File: config.mk
export PLATFORM = sky130hd
export DESIGN_NAME = sprite_rom_arbiter_flat
export DESIGN_NICKNAME = d
export VERILOG_FILES = /design/src/rtl/slug_arb_pkg.sv /design/src/rtl/sprite_rom_arbiter_if.sv /design/src/rtl/sprite_arb_pick.sv /design/src/rtl/sprite_rom_arbiter.sv /design/src/flat_wrapper.sv
export SDC_FILE = /design/constraint.sdc
export NUM_CORES = 1
export LEC_CHECK = 0
export CAP_MARGIN = 20
export CORE_MARGIN = 5
export CORE_UTILIZATION = 47
export DETAILED_ROUTE_END_ITERATION = 6
export PLACE_DENSITY = 0.81
export SYNTH_ARGS = -nofsm -noshare
export SYNTH_HDL_FRONTEND = slang
export SYNTH_SLANG_ARGS = --single-unit
File: constraint.sdc
create_clock -name Clk -period 5 [get_ports Clk]
set_input_delay 1 -clock Clk [delete_from_list [all_inputs] [get_ports Clk]]
set_output_delay 1 -clock Clk [all_outputs]
set_load 0.005 [all_outputs]
File: src/rtl/slug_arb_pkg.sv
// Shared types and constants for the sprite ROM arbiter.
package slug_arb_pkg;

    localparam int NUM_REQ   = 3;
    localparam int PAL_IDX_W = 5;
    localparam int AGE_W     = 4;

    typedef enum logic [1:0] {
        REQ_PLAYER  = 2'd0,
        REQ_PLANE   = 2'd1,
        REQ_MISSILE = 2'd2
    } req_id_t;

    typedef struct packed {
        logic                 valid;
        req_id_t              id;
        logic [PAL_IDX_W-1:0] index;
    } rsp_t;

    typedef enum logic [1:0] {
        ST_IDLE  = 2'd0,
        ST_RUN   = 2'd1,
        ST_FLUSH = 2'd2
    } arb_state_t;

endpackage

File: src/rtl/sprite_rom_arbiter_if.sv
// Requester / ROM / response bus of the sprite ROM arbiter.
// master: requesters plus ROM side; slave: the arbiter.
interface sprite_rom_arbiter_if
    import slug_arb_pkg::*;
#(
    parameter int ADDR_W = 16
);
    logic [NUM_REQ-1:0]        req;
    logic [NUM_REQ*ADDR_W-1:0] req_addr;
    logic [NUM_REQ-1:0]        gnt;
    logic [ADDR_W-1:0]         rom_addr;
    logic [PAL_IDX_W-1:0]      rom_data;
    logic                      rsp_valid;
    logic [1:0]                rsp_id;
    logic [PAL_IDX_W-1:0]      rsp_index;

    modport master (
        output req, req_addr, rom_data,
        input  gnt, rom_addr, rsp_valid, rsp_id, rsp_index
    );

    modport slave (
        input  req, req_addr, rom_data,
        output gnt, rom_addr, rsp_valid, rsp_id, rsp_index
    );
endinterface

File: src/rtl/sprite_arb_pick.sv
// Combinational selector: lowest-ID aged requester first, else lowest-ID requester.
module sprite_arb_pick
    import slug_arb_pkg::*;
#(
    parameter int AGE_MAX = 7
) (
    input  logic [NUM_REQ-1:0]            req,
    input  logic [NUM_REQ-1:0][AGE_W-1:0] age,
    output logic [NUM_REQ-1:0]            gnt,
    output req_id_t                       win_id,
    output logic                          aged
);

    localparam logic [AGE_W-1:0] AGE_LIM = AGE_W'(AGE_MAX);

    logic [NUM_REQ-1:0] aged_vec;

    // a requester only counts as aged while it is still requesting
    always_comb begin
        aged_vec = '0;
        for (int i = 0; i < NUM_REQ; i++) begin
            aged_vec[i] = req[i] && (age[i] >= AGE_LIM);
        end
    end

    // scan high to low so the lowest eligible ID is the one left standing
    always_comb begin
        gnt    = '0;
        win_id = REQ_PLAYER;
        aged   = |aged_vec;
        for (int i = NUM_REQ - 1; i >= 0; i--) begin
            if (aged ? aged_vec[i] : req[i]) begin
                gnt    = '0;
                gnt[i] = 1'b1;
                win_id = req_id_t'(i[1:0]);
            end
        end
    end

endmodule

File: src/rtl/sprite_rom_arbiter.sv
// Sprite ROM arbiter: shares one palette-index ROM among player, plane and
// missile address generators, adds per-requester base offsets and returns the
// palette index tagged with the requester ID after 1 + ROM_LAT cycles.
// Optional per-requester grant statistics: define SPRITE_ARB_STATS_EN.
//
//   state    | meaning
//   ---------+--------------------------------------------------------------
//   ST_IDLE  | nothing pending; a new request is granted and moves to RUN
//   ST_RUN   | arbitrating; returns to IDLE when req==0 and the pipe is empty
//   ST_FLUSH | ROM_LAT+1 cycles, no grants, in-flight reads discarded
module sprite_rom_arbiter
    import slug_arb_pkg::*;
#(
    parameter int ROM_LAT = 1,
    parameter int AGE_MAX = 7,
    parameter int BASE0   = 0,
    parameter int BASE1   = 1500,
    parameter int BASE2   = 1700,
    parameter int ADDR_W  = 16
) (
    input  logic                Clk,
    input  logic                Reset_n,
    input  logic                frame_start,
    sprite_rom_arbiter_if.slave bus,
    output logic                busy
`ifdef SPRITE_ARB_STATS_EN
    ,
    output logic [15:0]         stat_gnt0,
    output logic [15:0]         stat_gnt1,
    output logic [15:0]         stat_gnt2,
    output logic [15:0]         stat_aged
`endif
);

    localparam logic [ADDR_W-1:0] BASE0_L    = ADDR_W'(BASE0);
    localparam logic [ADDR_W-1:0] BASE1_L    = ADDR_W'(BASE1);
    localparam logic [ADDR_W-1:0] BASE2_L    = ADDR_W'(BASE2);
    localparam logic [1:0]        FLUSH_LOAD = 2'(ROM_LAT);

    arb_state_t                   state_q, state_d;
    logic [1:0]                   flush_cnt_q, flush_cnt_d;
    logic [NUM_REQ-1:0][AGE_W-1:0] age_q, age_d;
    logic [ROM_LAT-1:0]           pipe_vld_q, pipe_vld_d;
    req_id_t                      pipe_id_q [ROM_LAT];
    req_id_t                      pipe_id_d [ROM_LAT];
    logic [ADDR_W-1:0]            rom_addr_q, rom_addr_d;
    rsp_t                         rsp_q, rsp_d;

    logic [NUM_REQ-1:0] pick_gnt;
    logic [NUM_REQ-1:0] gnt;
    req_id_t            win_id;
    logic               pick_aged;
    logic               gnt_en;
    logic [ADDR_W-1:0]  sel_addr;
    logic [ADDR_W-1:0]  sel_base;

    sprite_arb_pick #(
        .AGE_MAX (AGE_MAX)
    ) u_pick (
        .req    (bus.req),
        .age    (age_q),
        .gnt    (pick_gnt),
        .win_id (win_id),
        .aged   (pick_aged)
    );

    // grants are held off in reset, during FLUSH and in the frame_start cycle
    // itself, so nothing is granted whose response would be thrown away
    always_comb begin
        gnt_en = Reset_n && (state_q != ST_FLUSH) && !frame_start;
        gnt    = gnt_en ? pick_gnt : '0;
    end

    // winner's address and base offset
    always_comb begin
        sel_addr = bus.req_addr[ADDR_W-1:0];
        sel_base = BASE0_L;
        case (win_id)
            REQ_PLANE: begin
                sel_addr = bus.req_addr[2*ADDR_W-1:ADDR_W];
                sel_base = BASE1_L;
            end
            REQ_MISSILE: begin
                sel_addr = bus.req_addr[3*ADDR_W-1:2*ADDR_W];
                sel_base = BASE2_L;
            end
            default: ;
        endcase
    end

    // FSM next state and flush down-counter
    always_comb begin
        state_d     = state_q;
        flush_cnt_d = flush_cnt_q;
        if (frame_start) begin
            state_d     = ST_FLUSH;
            flush_cnt_d = FLUSH_LOAD;
        end else begin
            case (state_q)
                ST_IDLE: begin
                    if (|bus.req) state_d = ST_RUN;
                end
                ST_RUN: begin
                    if (!(|bus.req) && !(|pipe_vld_q)) state_d = ST_IDLE;
                end
                ST_FLUSH: begin
                    if (flush_cnt_q == 2'd0) state_d = ST_IDLE;
                    else                     flush_cnt_d = flush_cnt_q - 2'd1;
                end
                default: state_d = ST_IDLE;
            endcase
        end
    end

    // saturating wait counters; reset by a grant, a dropped request or frame_start
    always_comb begin
        age_d = age_q;
        for (int i = 0; i < NUM_REQ; i++) begin
            if (frame_start || !bus.req[i] || gnt[i])
                age_d[i] = '0;
            else if (age_q[i] != {AGE_W{1'b1}})
                age_d[i] = age_q[i] + AGE_W'(1);
        end
    end

    // ROM address register and in-flight tag pipe
    always_comb begin
        rom_addr_d = (|gnt) ? (sel_addr + sel_base) : rom_addr_q;
        pipe_vld_d = pipe_vld_q;
        pipe_id_d  = pipe_id_q;
        if (frame_start || state_q == ST_FLUSH) begin
            pipe_vld_d = '0;
        end else begin
            pipe_vld_d[0] = |gnt;
            pipe_id_d[0]  = win_id;
            for (int i = 1; i < ROM_LAT; i++) begin
                pipe_vld_d[i] = pipe_vld_q[i-1];
                pipe_id_d[i]  = pipe_id_q[i-1];
            end
        end
    end

    // response register; id and index hold between strobes
    always_comb begin
        rsp_d       = rsp_q;
        rsp_d.valid = 1'b0;
        if (pipe_vld_q[ROM_LAT-1] && !frame_start && state_q != ST_FLUSH) begin
            rsp_d.valid = 1'b1;
            rsp_d.id    = pipe_id_q[ROM_LAT-1];
            rsp_d.index = bus.rom_data;
        end
    end

    // state registers
    always_ff @(posedge Clk or negedge Reset_n) begin
        if (!Reset_n) begin
            state_q     <= ST_IDLE;
            flush_cnt_q <= 2'd0;
            age_q       <= '0;
            pipe_vld_q  <= '0;
            for (int i = 0; i < ROM_LAT; i++) pipe_id_q[i] <= REQ_PLAYER;
            rom_addr_q  <= '0;
            rsp_q       <= '0;
        end else begin
            state_q     <= state_d;
            flush_cnt_q <= flush_cnt_d;
            age_q       <= age_d;
            pipe_vld_q  <= pipe_vld_d;
            pipe_id_q   <= pipe_id_d;
            rom_addr_q  <= rom_addr_d;
            rsp_q       <= rsp_d;
        end
    end

    assign bus.gnt       = gnt;
    assign bus.rom_addr  = rom_addr_q;
    assign bus.rsp_valid = rsp_q.valid;
    assign bus.rsp_id    = rsp_q.id;
    assign bus.rsp_index = rsp_q.index;
    assign busy          = (state_q != ST_IDLE) || (|pipe_vld_q);

`ifdef SPRITE_ARB_STATS_EN
    logic [NUM_REQ-1:0][15:0] stat_gnt_q, stat_gnt_d;
    logic [15:0]              stat_aged_q, stat_aged_d;

    // saturating grant counters; per-requester counts restart each frame
    always_comb begin
        stat_gnt_d  = stat_gnt_q;
        stat_aged_d = stat_aged_q;
        for (int i = 0; i < NUM_REQ; i++) begin
            if (frame_start)
                stat_gnt_d[i] = '0;
            else if (gnt[i] && stat_gnt_q[i] != 16'hFFFF)
                stat_gnt_d[i] = stat_gnt_q[i] + 16'd1;
        end
        if ((|gnt) && pick_aged && stat_aged_q != 16'hFFFF)
            stat_aged_d = stat_aged_q + 16'd1;
    end

    // statistics registers
    always_ff @(posedge Clk or negedge Reset_n) begin
        if (!Reset_n) begin
            stat_gnt_q  <= '0;
            stat_aged_q <= '0;
        end else begin
            stat_gnt_q  <= stat_gnt_d;
            stat_aged_q <= stat_aged_d;
        end
    end

    assign stat_gnt0 = stat_gnt_q[0];
    assign stat_gnt1 = stat_gnt_q[1];
    assign stat_gnt2 = stat_gnt_q[2];
    assign stat_aged = stat_aged_q;
`else
    logic unused_aged;
    assign unused_aged = pick_aged;
`endif

endmodule

File: src/flat_wrapper.sv
// flat-port wrapper written by rule: the top's interface ports become plain ports
module sprite_rom_arbiter_flat import slug_arb_pkg::*;
#(
    parameter int ROM_LAT = 1,
    parameter int AGE_MAX = 7,
    parameter int BASE0   = 0,
    parameter int BASE1   = 1500,
    parameter int BASE2   = 1700,
    parameter int ADDR_W  = 16
)
  (Clk, Reset_n, frame_start, busy, bus_req, bus_req_addr, bus_rom_data, bus_gnt, bus_rom_addr, bus_rsp_valid, bus_rsp_id, bus_rsp_index);
  sprite_rom_arbiter_if #(.ADDR_W(ADDR_W)) bus_i ();
  input  logic Clk;
  input  logic Reset_n;
  input  logic frame_start;
  output logic busy;
  input wire logic [$bits(bus_i.req)-1:0] bus_req;
  input wire logic [$bits(bus_i.req_addr)-1:0] bus_req_addr;
  input wire logic [$bits(bus_i.rom_data)-1:0] bus_rom_data;
  output wire logic [$bits(bus_i.gnt)-1:0] bus_gnt;
  output wire logic [$bits(bus_i.rom_addr)-1:0] bus_rom_addr;
  output wire logic [$bits(bus_i.rsp_valid)-1:0] bus_rsp_valid;
  output wire logic [$bits(bus_i.rsp_id)-1:0] bus_rsp_id;
  output wire logic [$bits(bus_i.rsp_index)-1:0] bus_rsp_index;
  assign bus_i.req = bus_req;
  assign bus_i.req_addr = bus_req_addr;
  assign bus_i.rom_data = bus_rom_data;
  assign bus_gnt = bus_i.gnt;
  assign bus_rom_addr = bus_i.rom_addr;
  assign bus_rsp_valid = bus_i.rsp_valid;
  assign bus_rsp_id = bus_i.rsp_id;
  assign bus_rsp_index = bus_i.rsp_index;
  sprite_rom_arbiter #(.ROM_LAT(ROM_LAT), .AGE_MAX(AGE_MAX), .BASE0(BASE0), .BASE1(BASE1), .BASE2(BASE2), .ADDR_W(ADDR_W)) u_core (.Clk(Clk), .Reset_n(Reset_n), .frame_start(frame_start), .bus(bus_i), .busy(busy));
endmodule
Yosys cells after proc, flatten, opt, wreduce, memory -nomap -nowiden:

Index checks and enable logic that the tools add are counted.

* register bits after elaboration: 43
* input port bits: 59
* output and inout port bits: 28
* word-level logic and storage cells: 93

* $add $sub $neg: 5
* $lt $le $gt $ge: 3
* equality and inequality tests: 12
* multiplexer cells: 28
* reduce and logical (&&, ||, !) cells: 34

Operator list (number)
* $pmux W16 S2: 1
* $mux W4: 6
* $pmux W11 S2: 1
* $mux W2: 10
* $add A16 B11 Y16: 1
* $add A4 B1 Y4 const B: 3
* $ge A4 B3 Y1 const B: 3
* $mux W3: 4
* $ne A4 B4 Y1 const B: 3
* $reduce_bool A2 Y1: 5
* $ne A3 B2 Y1 const B: 3
* $reduce_or A3 Y1: 3
* $logic_and A1 B1 Y1: 8
* $logic_or A1 B1 Y1: 8
* $mux W8: 1
* $logic_not A1 Y1: 6
* $pmux W2 S3: 1
* $eq A2 B1 Y1 const B: 2
* $eq A2 B2 Y1 const B: 2
* $logic_not A2 Y1: 2
* $mux W1: 4
* $ne A2 B2 Y1 const B: 2
* $reduce_and A3 Y1: 1
* $reduce_and A2 Y1: 1
* $sub A2 B1 Y2 const B: 1

Logic depth before layout (Yosys ltp):

* depth after elaboration: 10
* mapped depth: 17
* gate-level depth less buffers: 16

Cells and area by module:

From an unflattened synthesis, not the netlist that was laid out.

* cells, all modules: 298
* area, all modules: 2780.2 sq um

Modules (own cells, without submodules)
* sprite_rom_arbiter: instances 1, cells an instance 283, area an instance 2671.3 sq um, sequential area each 1076.0 sq um
* sprite_arb_pick: instances 1, cells an instance 15, area an instance 108.9 sq um, sequential area each 0.0 sq um

Least setup slack after synthesis:

No wires, ideal clock.

* path kind: in2reg
* start point: in bus_req[1]
* end point: reg u_core.rom_addr_q[15] (netlist: u_core.bus.rom_addr[15])
* setup time: 0.130 ns
* arrival: 3.796 ns
* data required time: 4.870 ns
* path slack: 1.073 ns
* cell stages on the path: 16
* buffers on the path: 2
* path through: nor2b_1 -> a221oi_4 -> and2_1 -> buf_4 -> nor2_1 -> clkbuf_1 -> nand2_1 -> nand2_1 -> ha_1 -> a21o_1 -> a21oi_1 -> o21bai_1 -> or3_1 -> o2111ai_2 -> a2111oi_2 -> nand3b_1

* word-level cells in the longest chain between the ends: 9
* elaborated cells on any way between the ends: 18
* those cells by class: 1 x add/sub; 2 x eq/ne; 12 x mux; 3 x reduce/logical

RTL lines
* start, declared: RTL line flat_wrapper.sv:17 `input wire logic [$bits(bus_i.req)-1:0] bus_req;`
* $logic_and A1 B1 Y1: RTL line sprite_arb_pick.sv:22 `aged_vec[i] = req[i] && (age[i] >= AGE_LIM);`
* $reduce_or A3 Y1: RTL line sprite_arb_pick.sv:30 `aged = |aged_vec;`
* $mux W1: RTL line sprite_arb_pick.sv:32 `if (aged ? aged_vec[i] : req[i]) begin`
* $mux W2 (3 in series): RTL line sprite_arb_pick.sv:32
* $eq A2 B2 Y1 or $eq A2 B1 Y1 (tied branches): RTL line sprite_rom_arbiter.sv:78 `case (win_id)`
* $pmux W16 S2 or $pmux W11 S2 (tied branches): RTL line sprite_rom_arbiter.sv:78
* $add A16 B11 Y16: RTL line sprite_rom_arbiter.sv:128 `rom_addr_d = (|gnt) ? (sel_addr + sel_base) : rom_addr_q;`
* end signal, assigned: RTL line sprite_rom_arbiter.sv:170 `rom_addr_q <= rom_addr_d;`
* end, declared: RTL line sprite_rom_arbiter.sv:46 `logic [ADDR_W-1:0] rom_addr_q, rom_addr_d;`

Several ways; a longest one is shown, not always the timed one.
A chain may end at the register's enable or synchronous reset.

Worst setup path in the final report:

* start point: in bus_req[1]
* end point: reg u_core.rom_addr_q[10] (netlist: u_core.bus.rom_addr[10])

Same word-level chain as after synthesis.

==> impl_summary.md <==
Yosys
The post-synthesis cell count is 299. Summing every instance area after synthesis gives 2780 um^2. The number of warnings issued by yosys is 0. The synthesized area per cell is 9.31 um^2.

The synthesized design contains 0 enable-type register cells. When the netlist entered floorplanning its net count stood at 371. The sequential fraction of the synthesis area is 0.387. The flip-flop and latch count after synthesis is 43. The count of unique library cells instantiated by Yosys is 53. The most used flip-flop cell after synthesis is sky130_fd_sc_hd__dfrtp_1.

The post-synthesis async set-or-reset flop share is 1.00.

Min path
In this run the worst hold path is classified as reg2reg.

Timing
The worst relative slew slack is 0.580. Setup repair after global routing left no endpoint under its margin. The final-report setup violation count is 0. Based on the critical path, the design can be clocked at up to 237 MHz. The hold violation count in the final report is 0. The final-layout setup total negative slack is 0 ps. The final-report max-slew violation count is 0. The final period demand of the worst path is 4220 ps. In the finished design, the share of the clock period the worst path needs comes to 0.844.

At the pin with the least slew margin, the transition time is 620 ps. Between clock sinks in the finished design, the worst skew comes to 11.4 ps.

Detailed routing
For this block, the via count after detailed routing is 2,609. In the routed design, unresolved DRC markers number 0. The detail route stage leaves a number of antenna-violating nets equal to 0. Dividing the detail-routed via count by the number of cells gives 5.59. Wires add up to 7.55 mm.

The iteration-0 DRC count of the detailed router is 121. In the final routed layout, each cell accounts on average for 16.2 um. The detailed-router iteration count before antenna repair is 4.

Placement
The count of input and output buffers is 86. The sum of net half-perimeters after detailed placement is 5.96 mm. Routability-driven placement finished with a final weighted congestion of 0.851. The placed instances occupy a cell area of 3750 um^2.

CTS
The cell chosen for the clock root is sky130_fd_sc_hd__clkbuf_8. The number of clock sinks seen by CTS is 43. The CTS buffer count is 5.

The longest clock path from root to sink contains 2 buffers. The number of hold buffers added after CTS was 0. CTS built an H-tree with a depth of 2. Clock-pin slew was measured on the worst setup and hold paths at 80 ps. Post-CTS repair changed the size of 0 cells. Once the clock tree was built, the setup fixing pass inserted 0 buffers. TritonCTS built the clock tree. The later-pin clock latency in the skew report is 310 ps.

Floorplan
The initialized floorplan defines 28 standard-cell rows. The core region is 5850 um^2. The die covers 7560 um^2. For this configuration, the core starts out at a cell density of 0.476. Pin placement for this block handled 87 I/O pins. The floorplan step set the die width to 87.0 um. The die height is 87.0 um.

GRT
Entering global routing, the biggest net connects 44 pins. The number of global-route vias before repair was 2,550. For this run, the total global-route usage over all layers was measured as 0.200. The first global-routing pass estimated 12.0 mm of wire.

The number of antenna violations at the first check in global routing is 0. Summed over all layers, the global routing overflow is 0.

Power and ir drop
The worst-case IR drop observed on VDD is 0.000220 V. The static leakage is 1.69 nW. Dividing total power by cell area gives a power density of 340 nW/um^2.

Finish
The area added between synthesis and finish is 38.9%. Leaving out fill and tap cells, the most frequent cells in the layout are sky130_fd_sc_hd__clkdlybuf4s50_1 (85), sky130_fd_sc_hd__dfrtp_1 (43), sky130_fd_sc_hd__nand2_1 (34), sky130_fd_sc_hd__nor2_1 (28), sky130_fd_sc_hd__inv_1 (17). The number of antenna diodes in the final layout is 0.

The share of cells above drive strength 1 is 0.105. Summing all non-filler instances in the final layout gives an area of 3870 um^2. The commonest non-fill, non-tap cell in the layout is sky130_fd_sc_hd__clkdlybuf4s50_1. At the end of the flow, the number of nets in the layout was 463.

Setup path
The arrival time at the worst endpoint is 4460 ps. The cell with the biggest individual delay on the critical path is sky130_fd_sc_hd__clkdlybuf4s50_1. The maximum net fanout on the critical path is 6. The worst setup path is launched from an input port. The worst setup path is of the in2reg kind. The required arrival time at the worst endpoint is 5240 ps. The maximum cell stage delay along the critical path is 530 ps.

STA classifies the critical path endpoint as a flop. The signal on the critical path passes through clkdlybuf4s50_1, nor2b_1, a221oi_4, and2_1, nor2_1, and2_1, a221o_1, inv_1, fa_1, nor2b_1, o21ai_0, a21oi_1, o31a_1, o31a_1, a211oi_1, a21o_1.

Run
The number of maximum-capacitance violations is 0.

Outcome
The run finished with clean final reports.
cell usage after synthesis (all sizes together), types with 2 or more instances:
| library cell | n | area, um^2 |
|---|---|---|
| dfrtp | 43 | 1080 |
| nand2 | 34 | 128 |
| nor2 | 28 | 105 |
| inv | 17 | 63.8 |
| nand3 | 17 | 95.1 |
| ha | 12 | 150 |
| a22oi | 11 | 82.6 |
| o21ai | 11 | 55.1 |
| a21oi | 10 | 57.6 |
| o211ai | 10 | 75.1 |
| mux2 | 9 | 101 |
| and2 | 8 | 50.1 |
| a21o | 7 | 52.6 |
| a31oi | 7 | 58.8 |
| clkbuf | 7 | 26.3 |
| nor3 | 7 | 35.0 |
| o311ai | 6 | 95.1 |
| a211oi | 4 | 30.0 |
| nor3b | 4 | 30.0 |
| o21a | 4 | 30.0 |
| or3 | 4 | 25.0 |
| xnor2 | 4 | 35.0 |
| buf | 3 | 23.8 |
| mux2i | 3 | 30.0 |
| xor2 | 3 | 26.3 |
| a21boi | 2 | 15.0 |
| a221oi | 2 | 35.0 |
| and3 | 2 | 12.5 |
| nand2b | 2 | 12.5 |
| nor2b | 2 | 12.5 |
| o31a | 2 | 17.5 |
| o31ai | 2 | 15.0 |
| or3b | 2 | 17.5 |
stage by stage:
step                hold slack (ps)   util  std cells  setup WS [ps]  total power, mW
floorplan                       438      -        299           1070            0.742
global placement                460  0.641        459            653             1.02
finish                          480  0.661        467            782             1.31
detailed placement              467  0.641        459            537             1.04
CTS                             486  0.661        467            826             1.32
global route                    500  0.661        467            553             1.39
critical path: cells and delay by family:
kind	cells	cell delay, ps
buffers and inverters	2	620
AND/OR/NAND/NOR	5	700
adder cells (fa/ha/maj)	1	220
AO/OA/AOI/OAI	8	1900
final cells by class:
| class | instances | area, um^2 |
|---|---|---|
| clock buffer | 5 | 68.8 |
| timing repair buffer | 95 | 923 |
| inverter | 17 | 63.8 |
| tap | 75 | 93.8 |
| fill | 459 | 1980 |
| sequential | 43 | 1080 |
| multi-input combinational | 229 | 1590 |
| clock inverter | 3 | 46.3 |
path summary, 6_finish.rpt:
path | startpoint | endpoint | slack (ps) | cells past startpoint
hold / removal | u_core.bus.rom_addr[8] | u_core.bus.rom_addr[8] | 480 | 1
max in group asynchronous | Reset_n | u_core.bus.rom_addr[7] | 3840 | 2
hold reg to reg | u_core.bus.rom_addr[8] | u_core.bus.rom_addr[8] | 480 | 1
setup reg to reg | u_core.age_q[0] | u_core.bus.rom_addr[10] | 960 | 16
setup / recovery | bus_req[1] | u_core.bus.rom_addr[10] | 780 | 16
min in group asynchronous | Reset_n | u_core.age_q[6] | 790 | 2
where the power goes:
group          switching, mW  internal, mW
clock                  0.134         0.151
sequential            0.0601         0.454
combinational          0.200         0.314
total                  0.395         0.919
sequential cells by signal, summed over array words and instances, names as in the netlist:
| name | count |
|---|---|
| u_core.flush_cnt_q | 2 |
| u_core.pipe_vld_q | 1 |
| u_core.bus.rsp_index | 5 |
| u_core.bus.rsp_id | 2 |
| u_core.bus.rsp_valid | 1 |
| u_core.bus.rom_addr | 16 |
| u_core.pipe_id_q | 2 |
| u_core.age_q | 12 |
| u_core.state_q | 2 |
layer usage:
| layer | part of all wire | track usage |
|---|---|---|
| met3 | 0.060 | 0.0284 |
| met1 | 0.43 | 0.263 |
| met5 | 0 | 0 |
| met2 | 0.49 | 0.333 |
| met4 | 0.022 | 0.0765 |
logic make-up after synthesis:
family	count (synthesis)	share of synthesized area
AO/OA/AOI/OAI	84	0.247
XOR/XNOR	7	0.0220
adder cells (fa/ha/maj)	13	0.0611
buffers and inverters	27	0.0409
flip-flops	43	0.387
multiplexers	12	0.0472
AND/OR/NAND/NOR	113	0.195
(Power assumes the default switching activity.)
